===== config.mk =====
export PLATFORM = sky130hd
export DESIGN_NAME = v_upd_arb_flat
export DESIGN_NICKNAME = d
export VERILOG_FILES = /design/src/rtl/v_upd_arb_if.sv /design/src/rtl/v_upd_arb.sv /design/src/flat_wrapper.sv
export SDC_FILE = /design/constraint.sdc
export NUM_CORES = 1
export LEC_CHECK = 0
export CAP_MARGIN = 20
export CORE_MARGIN = 5
export CORE_UTILIZATION = 43
export CTS_CLUSTER_SIZE = 30
export DETAILED_ROUTE_END_ITERATION = 8
export HOLD_SLACK_MARGIN = 0.06
export PLACE_DENSITY = 0.72
export SYNTH_ARGS = -nofsm -noshare
export SYNTH_HDL_FRONTEND = slang
export SYNTH_SLANG_ARGS = --single-unit

===== constraint.sdc =====
create_clock -name clk -period 12.2 [get_ports clk]
set_input_delay 3.66 -clock clk [delete_from_list [all_inputs] [get_ports clk]]
set_output_delay 3.66 -clock clk [all_outputs]
set_load 0.02 [all_outputs]

===== src/rtl/v_upd_arb_if.sv =====
// Shared payload types and the requester/update bus bundle for the v update arbiter.
// Latency: n/a (type and wiring definitions only).
// Backpressure: o_req_rdy is the per-requester grant; a transfer happens on vld & rdy.
package v_pkg;
    typedef logic [7:0]  id_t;
    typedef logic [1:0]  cmd_t;
    typedef logic [15:0] key_t;
    typedef logic [7:0]  size_t;
endpackage

interface v_upd_arb_if #(
    parameter int REQ_N = 4
);
    localparam int SRC_W = $clog2(REQ_N);

    logic [REQ_N-1:0]               i_req_vld;
    v_pkg::id_t   [REQ_N-1:0]       i_req_prod_id;
    v_pkg::cmd_t  [REQ_N-1:0]       i_req_cmd;
    v_pkg::key_t  [REQ_N-1:0]       i_req_key;
    v_pkg::size_t [REQ_N-1:0]       i_req_size;
    logic [REQ_N-1:0]               o_req_rdy;
    logic                           i_busy;
    logic                           i_flush;
    logic                           o_upd_vld_r;
    v_pkg::id_t                     o_upd_prod_id_r;
    v_pkg::cmd_t                    o_upd_cmd_r;
    v_pkg::key_t                    o_upd_key_r;
    v_pkg::size_t                   o_upd_size_r;
    logic [SRC_W-1:0]               o_upd_src_r;
    logic                           o_flushed_r;
    logic [15:0]                    o_stall_cnt_r;

    modport master (
        output i_req_vld, i_req_prod_id, i_req_cmd, i_req_key, i_req_size, i_busy, i_flush,
        input  o_req_rdy, o_upd_vld_r, o_upd_prod_id_r, o_upd_cmd_r, o_upd_key_r,
               o_upd_size_r, o_upd_src_r, o_flushed_r, o_stall_cnt_r
    );

    modport slave (
        input  i_req_vld, i_req_prod_id, i_req_cmd, i_req_key, i_req_size, i_busy, i_flush,
        output o_req_rdy, o_upd_vld_r, o_upd_prod_id_r, o_upd_cmd_r, o_upd_key_r,
               o_upd_size_r, o_upd_src_r, o_flushed_r, o_stall_cnt_r
    );
endinterface


===== src/rtl/v_upd_arb.sv =====
// Round-robin arbiter feeding the v update pipeline, blocking same-product updates in flight.
// Latency: grant in cycle t appears on the registered o_upd bus in cycle t+1.
// Backpressure: combinational o_req_rdy; withheld on busy, flush, hazard, or outside RUN.
module v_upd_arb #(
    parameter int REQ_N        = 4,
    parameter int HAZARD_DEPTH = 5
) (
    input  logic       clk,
    input  logic       arst_n,
    v_upd_arb_if.slave bus
);
    localparam int SRC_W = $clog2(REQ_N);

    localparam logic [1:0] ST_BOOT  = 2'd0;
    localparam logic [1:0] ST_RUN   = 2'd1;
    localparam logic [1:0] ST_DRAIN = 2'd2;
    localparam logic [1:0] ST_DONE  = 2'd3;

    logic [1:0]              state_r;
    logic [1:0]              state_nxt;
    logic [SRC_W-1:0]        ptr_r;
    logic [HAZARD_DEPTH-1:0] win_vld_r;
    v_pkg::id_t              win_id_r [HAZARD_DEPTH];
    logic                    issue_ok;
    logic [REQ_N-1:0]        elig;
    logic [REQ_N-1:0]        grant;
    logic                    grant_any;
    logic [SRC_W-1:0]        cand;
    logic [SRC_W-1:0]        win_idx;
    logic                    stall;
    logic                    flushed_r;
    v_pkg::cmd_t             cmd_r;
    v_pkg::key_t             key_r;
    v_pkg::size_t            size_r;
    logic [SRC_W-1:0]        src_r;
    logic [15:0]             stall_cnt_r;

    // Grants only in RUN with the pipeline idle-able and no flush pending; reset forces rdy low.
    assign issue_ok = arst_n && (state_r == ST_RUN) && !bus.i_busy && !bus.i_flush;

    // A requester is eligible unless its product is still somewhere in the hazard window.
    always_comb begin
        elig = '0;
        for (int i = 0; i < REQ_N; i++) begin
            elig[i] = issue_ok && bus.i_req_vld[i];
            for (int k = 0; k < HAZARD_DEPTH; k++) begin
                if (win_vld_r[k] && (win_id_r[k] == bus.i_req_prod_id[i])) begin
                    elig[i] = 1'b0;
                end
            end
        end
    end

    // Round-robin pick starting just after the last winner; ineligible requesters are skipped.
    always_comb begin
        grant     = '0;
        grant_any = 1'b0;
        win_idx   = ptr_r;
        cand      = '0;
        for (int k = 1; k <= REQ_N; k++) begin
            cand = ptr_r + SRC_W'(k);
            if (!grant_any && elig[cand]) begin
                grant_any = 1'b1;
                win_idx   = cand;
            end
        end
        if (grant_any) begin
            grant[win_idx] = 1'b1;
        end
    end

    assign bus.o_req_rdy = grant;

    // Next-state logic. DRAIN exits on the edge that shifts out the last valid window entry,
    // so DONE (and o_flushed_r) coincide with an empty window.
    always_comb begin
        state_nxt = state_r;
        case (state_r)
            ST_BOOT:  if (!bus.i_busy)                        state_nxt = ST_RUN;
            ST_RUN:   if (bus.i_flush)                        state_nxt = ST_DRAIN;
            ST_DRAIN: if (~|win_vld_r[HAZARD_DEPTH-2:0])      state_nxt = ST_DONE;
            ST_DONE:  if (!bus.i_flush)                       state_nxt = ST_RUN;
            default:                                          state_nxt = ST_BOOT;
        endcase
    end

    // FSM state, round-robin pointer and the drain-complete flag.
    always_ff @(posedge clk) begin
        if (!arst_n) begin
            state_r   <= ST_BOOT;
            ptr_r     <= SRC_W'(REQ_N - 1);
            flushed_r <= 1'b0;
        end else begin
            state_r   <= state_nxt;
            flushed_r <= (state_nxt == ST_DONE);
            if (grant_any) begin
                ptr_r <= win_idx;
            end
        end
    end

    // Hazard window: entry 0 is the live o_upd bus; shifts every cycle, bubble on no grant.
    always_ff @(posedge clk) begin
        if (!arst_n) begin
            win_vld_r <= '0;
            for (int k = 0; k < HAZARD_DEPTH; k++) begin
                win_id_r[k] <= '0;
            end
        end else begin
            win_vld_r <= {win_vld_r[HAZARD_DEPTH-2:0], grant_any};
            if (grant_any) begin
                win_id_r[0] <= bus.i_req_prod_id[win_idx];
            end
            for (int k = 1; k < HAZARD_DEPTH; k++) begin
                win_id_r[k] <= win_id_r[k-1];
            end
        end
    end

    // Payload and source registers load on a grant and hold otherwise.
    always_ff @(posedge clk) begin
        if (!arst_n) begin
            cmd_r  <= '0;
            key_r  <= '0;
            size_r <= '0;
            src_r  <= '0;
        end else if (grant_any) begin
            cmd_r  <= bus.i_req_cmd[win_idx];
            key_r  <= bus.i_req_key[win_idx];
            size_r <= bus.i_req_size[win_idx];
            src_r  <= win_idx;
        end
    end

    assign stall = (state_r == ST_RUN) && !bus.i_busy && (|bus.i_req_vld) && !grant_any;

    // Saturating count of cycles where someone wanted to issue in RUN but nobody was granted.
    always_ff @(posedge clk) begin
        if (!arst_n) begin
            stall_cnt_r <= '0;
        end else if (stall && (stall_cnt_r != 16'hFFFF)) begin
            stall_cnt_r <= stall_cnt_r + 16'd1;
        end
    end

    assign bus.o_upd_vld_r     = win_vld_r[0];
    assign bus.o_upd_prod_id_r = win_id_r[0];
    assign bus.o_upd_cmd_r     = cmd_r;
    assign bus.o_upd_key_r     = key_r;
    assign bus.o_upd_size_r    = size_r;
    assign bus.o_upd_src_r     = src_r;
    assign bus.o_flushed_r     = flushed_r;
    assign bus.o_stall_cnt_r   = stall_cnt_r;
endmodule

===== src/flat_wrapper.sv =====
// flat-port wrapper written by rule: the top's interface ports become plain ports
module v_upd_arb_flat 
#(
    parameter int REQ_N        = 4,
    parameter int HAZARD_DEPTH = 5
)
  (clk, arst_n, bus_i_req_vld, bus_i_req_prod_id, bus_i_req_cmd, bus_i_req_key, bus_i_req_size, bus_i_busy, bus_i_flush, bus_o_req_rdy, bus_o_upd_vld_r, bus_o_upd_prod_id_r, bus_o_upd_cmd_r, bus_o_upd_key_r, bus_o_upd_size_r, bus_o_upd_src_r, bus_o_flushed_r, bus_o_stall_cnt_r);
  v_upd_arb_if #(.REQ_N(REQ_N)) bus_i ();
  input  logic clk;
  input  logic arst_n;
  input wire logic [$bits(bus_i.i_req_vld)-1:0] bus_i_req_vld;
  input wire logic [$bits(bus_i.i_req_prod_id)-1:0] bus_i_req_prod_id;
  input wire logic [$bits(bus_i.i_req_cmd)-1:0] bus_i_req_cmd;
  input wire logic [$bits(bus_i.i_req_key)-1:0] bus_i_req_key;
  input wire logic [$bits(bus_i.i_req_size)-1:0] bus_i_req_size;
  input wire logic [$bits(bus_i.i_busy)-1:0] bus_i_busy;
  input wire logic [$bits(bus_i.i_flush)-1:0] bus_i_flush;
  output wire logic [$bits(bus_i.o_req_rdy)-1:0] bus_o_req_rdy;
  output wire logic [$bits(bus_i.o_upd_vld_r)-1:0] bus_o_upd_vld_r;
  output wire logic [$bits(bus_i.o_upd_prod_id_r)-1:0] bus_o_upd_prod_id_r;
  output wire logic [$bits(bus_i.o_upd_cmd_r)-1:0] bus_o_upd_cmd_r;
  output wire logic [$bits(bus_i.o_upd_key_r)-1:0] bus_o_upd_key_r;
  output wire logic [$bits(bus_i.o_upd_size_r)-1:0] bus_o_upd_size_r;
  output wire logic [$bits(bus_i.o_upd_src_r)-1:0] bus_o_upd_src_r;
  output wire logic [$bits(bus_i.o_flushed_r)-1:0] bus_o_flushed_r;
  output wire logic [$bits(bus_i.o_stall_cnt_r)-1:0] bus_o_stall_cnt_r;
  assign bus_i.i_req_vld = bus_i_req_vld;
  assign bus_i.i_req_prod_id = bus_i_req_prod_id;
  assign bus_i.i_req_cmd = bus_i_req_cmd;
  assign bus_i.i_req_key = bus_i_req_key;
  assign bus_i.i_req_size = bus_i_req_size;
  assign bus_i.i_busy = bus_i_busy;
  assign bus_i.i_flush = bus_i_flush;
  assign bus_o_req_rdy = bus_i.o_req_rdy;
  assign bus_o_upd_vld_r = bus_i.o_upd_vld_r;
  assign bus_o_upd_prod_id_r = bus_i.o_upd_prod_id_r;
  assign bus_o_upd_cmd_r = bus_i.o_upd_cmd_r;
  assign bus_o_upd_key_r = bus_i.o_upd_key_r;
  assign bus_o_upd_size_r = bus_i.o_upd_size_r;
  assign bus_o_upd_src_r = bus_i.o_upd_src_r;
  assign bus_o_flushed_r = bus_i.o_flushed_r;
  assign bus_o_stall_cnt_r = bus_i.o_stall_cnt_r;
  v_upd_arb #(.REQ_N(REQ_N), .HAZARD_DEPTH(HAZARD_DEPTH)) u_core (.clk(clk), .arst_n(arst_n), .bus(bus_i));
endmodule

==> results.md <==
- Status: completed
- Die X-Extent: 135 µm
- Ports: roughly 200
- Diode count: 0
- Pleak: 0.00331 µW
- RSZ-0062 raised after global routing: false
- Largest net degree at the start of global routing: slightly below 60
- Relative slew slack: 0.435
- CP Launch Type: input port
- EDFF count, synth: 40
- Syn Inst Count: ~690
- DR iter-0 viols: 448
- Via count: 5,646
- Layout area overhead: 32.0%
- CP Capture Type: output port
- Final ANT Viol Nets: 0
- Core ar.: 15,300 µm²
- Top_reg_cell synth: dfxtp_1
- Register area share after synthesis: 0.338
- Post-DP HPWL: 17,700 µm
- Vias in the first global route: 5,930
- Num CTS Buffers: 9
- Crit-path slowest cell: clkdlybuf4s50_1
- Die Y: 135 µm
- Arrival time at the worst endpoint: 7.27 ns
- WP data required: around 8.5 ns
- WL final: 22,900 µm
- DRC errors left: 0
- Post-CTS Hold Buffers: 0
- Worst hold path type: reg2reg
- Initial antenna violation count: 0
- Fin crit period: 10.93 ns
- Initial Util: 0.441
- IO buf count: 201
- Global placer's final weighted congestion: 0.917
- Worst-case clock buffer depth: 2
- Synth top area share: 0.182
- First-pass GRT wire length: 34,600 µm
- Share of cells above drive strength 1: 0.0445
- Avg Cell Area, Syn: 9.72 µm²
- CTS tree: done
- Max H-tree Level: 3
- Synth cell count leaders: xor2_1, mux2i_1, buf_2
- 1st-pass router iterations: 5
- Synth cell types: 49
- Max VDD drop: just under 0.07 mV
- Count leader, synth: xor2_1
- Hold Path Depth: 2
- CP Max Fanout: 27
- Yosys warnings: 0
- # clock sinks: 94
- Final Hold Vio Count: 0
- R2R depth: 10
- Total grt overflow: 0
- Pwr Total: a little under 900 µW
- Clock skew: 0.0115 ns
- Fin crit share: 0.896
- Die Footprint: 18,300 µm²
- CP cell instances: clkdlybuf4s50_1 > xor2_1 > nor4_1 > nand4_1 > nand4_4 > nor3_1 > o32ai_2 > nand2_2 > nor2_1 > clkdlybuf4s50_1
- CP dominant cell by count: clkdlybuf4s50_1
- Crit path kind: in2out
- Total GRT Usage: 0.247
- Final setup TNS: 0 ns
- Power per cell area: 99.1 nW/µm²
- Number of fillers in the final layout: 1,343
- Main area contributors after synthesis: xor2_1, edfxtp_1, dfxtp_1
- Leading area contributor after synthesis: xor2_1
- Number of synthesized register bits: 94
- Fmax: approximately 0.091 GHz
- Row cnt: 45
- Clock-pin slew of the registers on the worst-case setup and hold paths: 0.07 ns
- FFs w/ async S/R, synth: 0
- CP top delay family: simple AND/OR/NAND/NOR gates
- Worst Tran Pin Value: between 0.8 and 0.9 ns
- Max-cap viol count: 0
- WL/cell: 21.5 µm
- Critical Path Max Stage Delay: 0.83 ns
- Slew Limit Fails: 0
- # setup viols final: 0
- NumNets Final: 993
- Vias per inst: 5.31
- Clock root cell: clkbuf_16
- Cell area after synthesis: a little under 7000 µm²
- Crit path buf inv count: 2
- Resized cells post-CTS: 0
- Clock Latency Late Sink: 0.36 ns
- Setup repair bufs after CTS: 0
- Crit path depth: 10
-- cells in the final DEF (no fill, tap or decap), types with 2 or more instances in the layout --
| cell type | netlist | final |
|---|---|---|
| a21oi_1 | 3 | 3 |
| and2_1 | 36 | 36 |
| and3_1 | 12 | 12 |
| and4_1 | 2 | 2 |
| and4_4 | 2 | 2 |
| buf_4 | 10 | 6 |
| clkbuf_16 | 0 | 10 |
| clkdlybuf4s50_1 | 0 | 201 |
| clkinv_4 | 0 | 2 |
| conb_1 | 1 | 32 |
| dfxtp_1 | 54 | 54 |
| edfxtp_1 | 40 | 40 |
| inv_1 | 5 | 5 |
| inv_8 | 0 | 2 |
| mux2i_1 | 78 | 78 |
| nand2_1 | 43 | 43 |
| nand2b_1 | 8 | 8 |
| nand3_1 | 8 | 8 |
| nand4_1 | 23 | 23 |
| nand4_2 | 2 | 2 |
| nor2_1 | 13 | 13 |
| nor2b_1 | 3 | 3 |
| nor3_1 | 24 | 24 |
| nor4_1 | 22 | 22 |
| o21ai_0 | 2 | 2 |
| o221ai_1 | 26 | 26 |
| o22ai_1 | 8 | 8 |
| xnor2_1 | 25 | 25 |
| xor2_1 | 140 | 140 |
-- state kept, by name (all words and copies together), names as in the netlist --
register and count:
u_core.bus.o_flushed_r 1, u_core.bus.o_stall_cnt_r 16, u_core.bus.o_upd_cmd_r 2, u_core.bus.o_upd_key_r 16, u_core.bus.o_upd_size_r 8, u_core.bus.o_upd_src_r 2, u_core.ptr_r 2, u_core.state_r 2
u_core.win_id_r 40, u_core.win_vld_r 5
-- final cells by class --
class,count,area (µm²),share of cell area
multi-input cells,531,3970,0.446
flip-flops and latches,94,2280,0.256
repair buffers,207,2060,0.231
well taps,211,264,0.0296
clock buffers,10,250,0.0281
clock inverters,6,62.6,0.00702
inverters,5,18.8,0.00211
-- metal layers --
| layer | track usage | wire [µm] | vias to the layer above |
|---|---|---|---|
| li1 | - | - | 2673 |
| met1 | 0.322 | 9730 | 2677 |
| met2 | 0.403 | 10700 | 253 |
| met3 | 0.0594 | 1770 | 43 |
| met4 | 0.0789 | 607 | 0 |
| met5 | 0 | 0 | - |
-- power breakdown --
group | switching [µW] | internal, µW | total, µW
Combinational | 98.1 | 108 | 206
Sequential | 30.7 | 348 | 379
Clock | 141 | 156 | 297
Total | 270 | 613 | 882
-- through the flow --
stage / instance area, µm² / instances / hold WS [ns] / setup WS, ns / utilization
final: 8910 / 1064 / 0.449 / 1.27 / 0.582
after global routing: 8910 / 1064 / 0.479 / 1.06 / 0.582
after CTS: 8910 / 1064 / 0.449 / 1.35 / 0.582
after detailed placement: 8590 / 1048 / 0.434 / 1.37 / 0.561
after global placement: 8590 / 1048 / 0.431 / 1.36 / 0.561
after floorplan: 6860 / 725 / 0.493 / 2.72 / -
-- cell families (layout without fill, tap and decap cells) --
| logic type | count (synthesis) | after routing | share of synthesized area |
|---|---|---|---|
| AOI/OAI and AO/OA | 47 | 47 | 0.0592 |
| xor gates and xnor gates | 165 | 165 | 0.214 |
| adders and majority gates | 1 | 1 | 0.00185 |
| buffers and inverters | 100 | 228 | 0.0922 |
| DFF | 94 | 94 | 0.338 |
| muxes | 78 | 78 | 0.116 |
| other | 1 | 32 | 0.000556 |
| and+or+nand+nor | 208 | 208 | 0.178 |
-- path summary, 6_finish.rpt --
check        slack (ns)                         to                       from
min reg2reg        0.45  u_core.bus.o_upd_src_r[1]  u_core.bus.o_upd_src_r[1]
max                1.27           bus_o_req_rdy[1]      bus_i_req_prod_id[27]
max reg2reg        8.03      u_core.win_id_r[0][6]     u_core.win_id_r[0][11]
min                0.45  u_core.bus.o_upd_src_r[1]  u_core.bus.o_upd_src_r[1]
-- tightest hold or removal path, stage by stage, from the launching register on --
cell     delay [ns]
dfxtp_1        0.32
nand2_1        0.05
nand2_1        0.04
(Power assumes the default switching activity.)
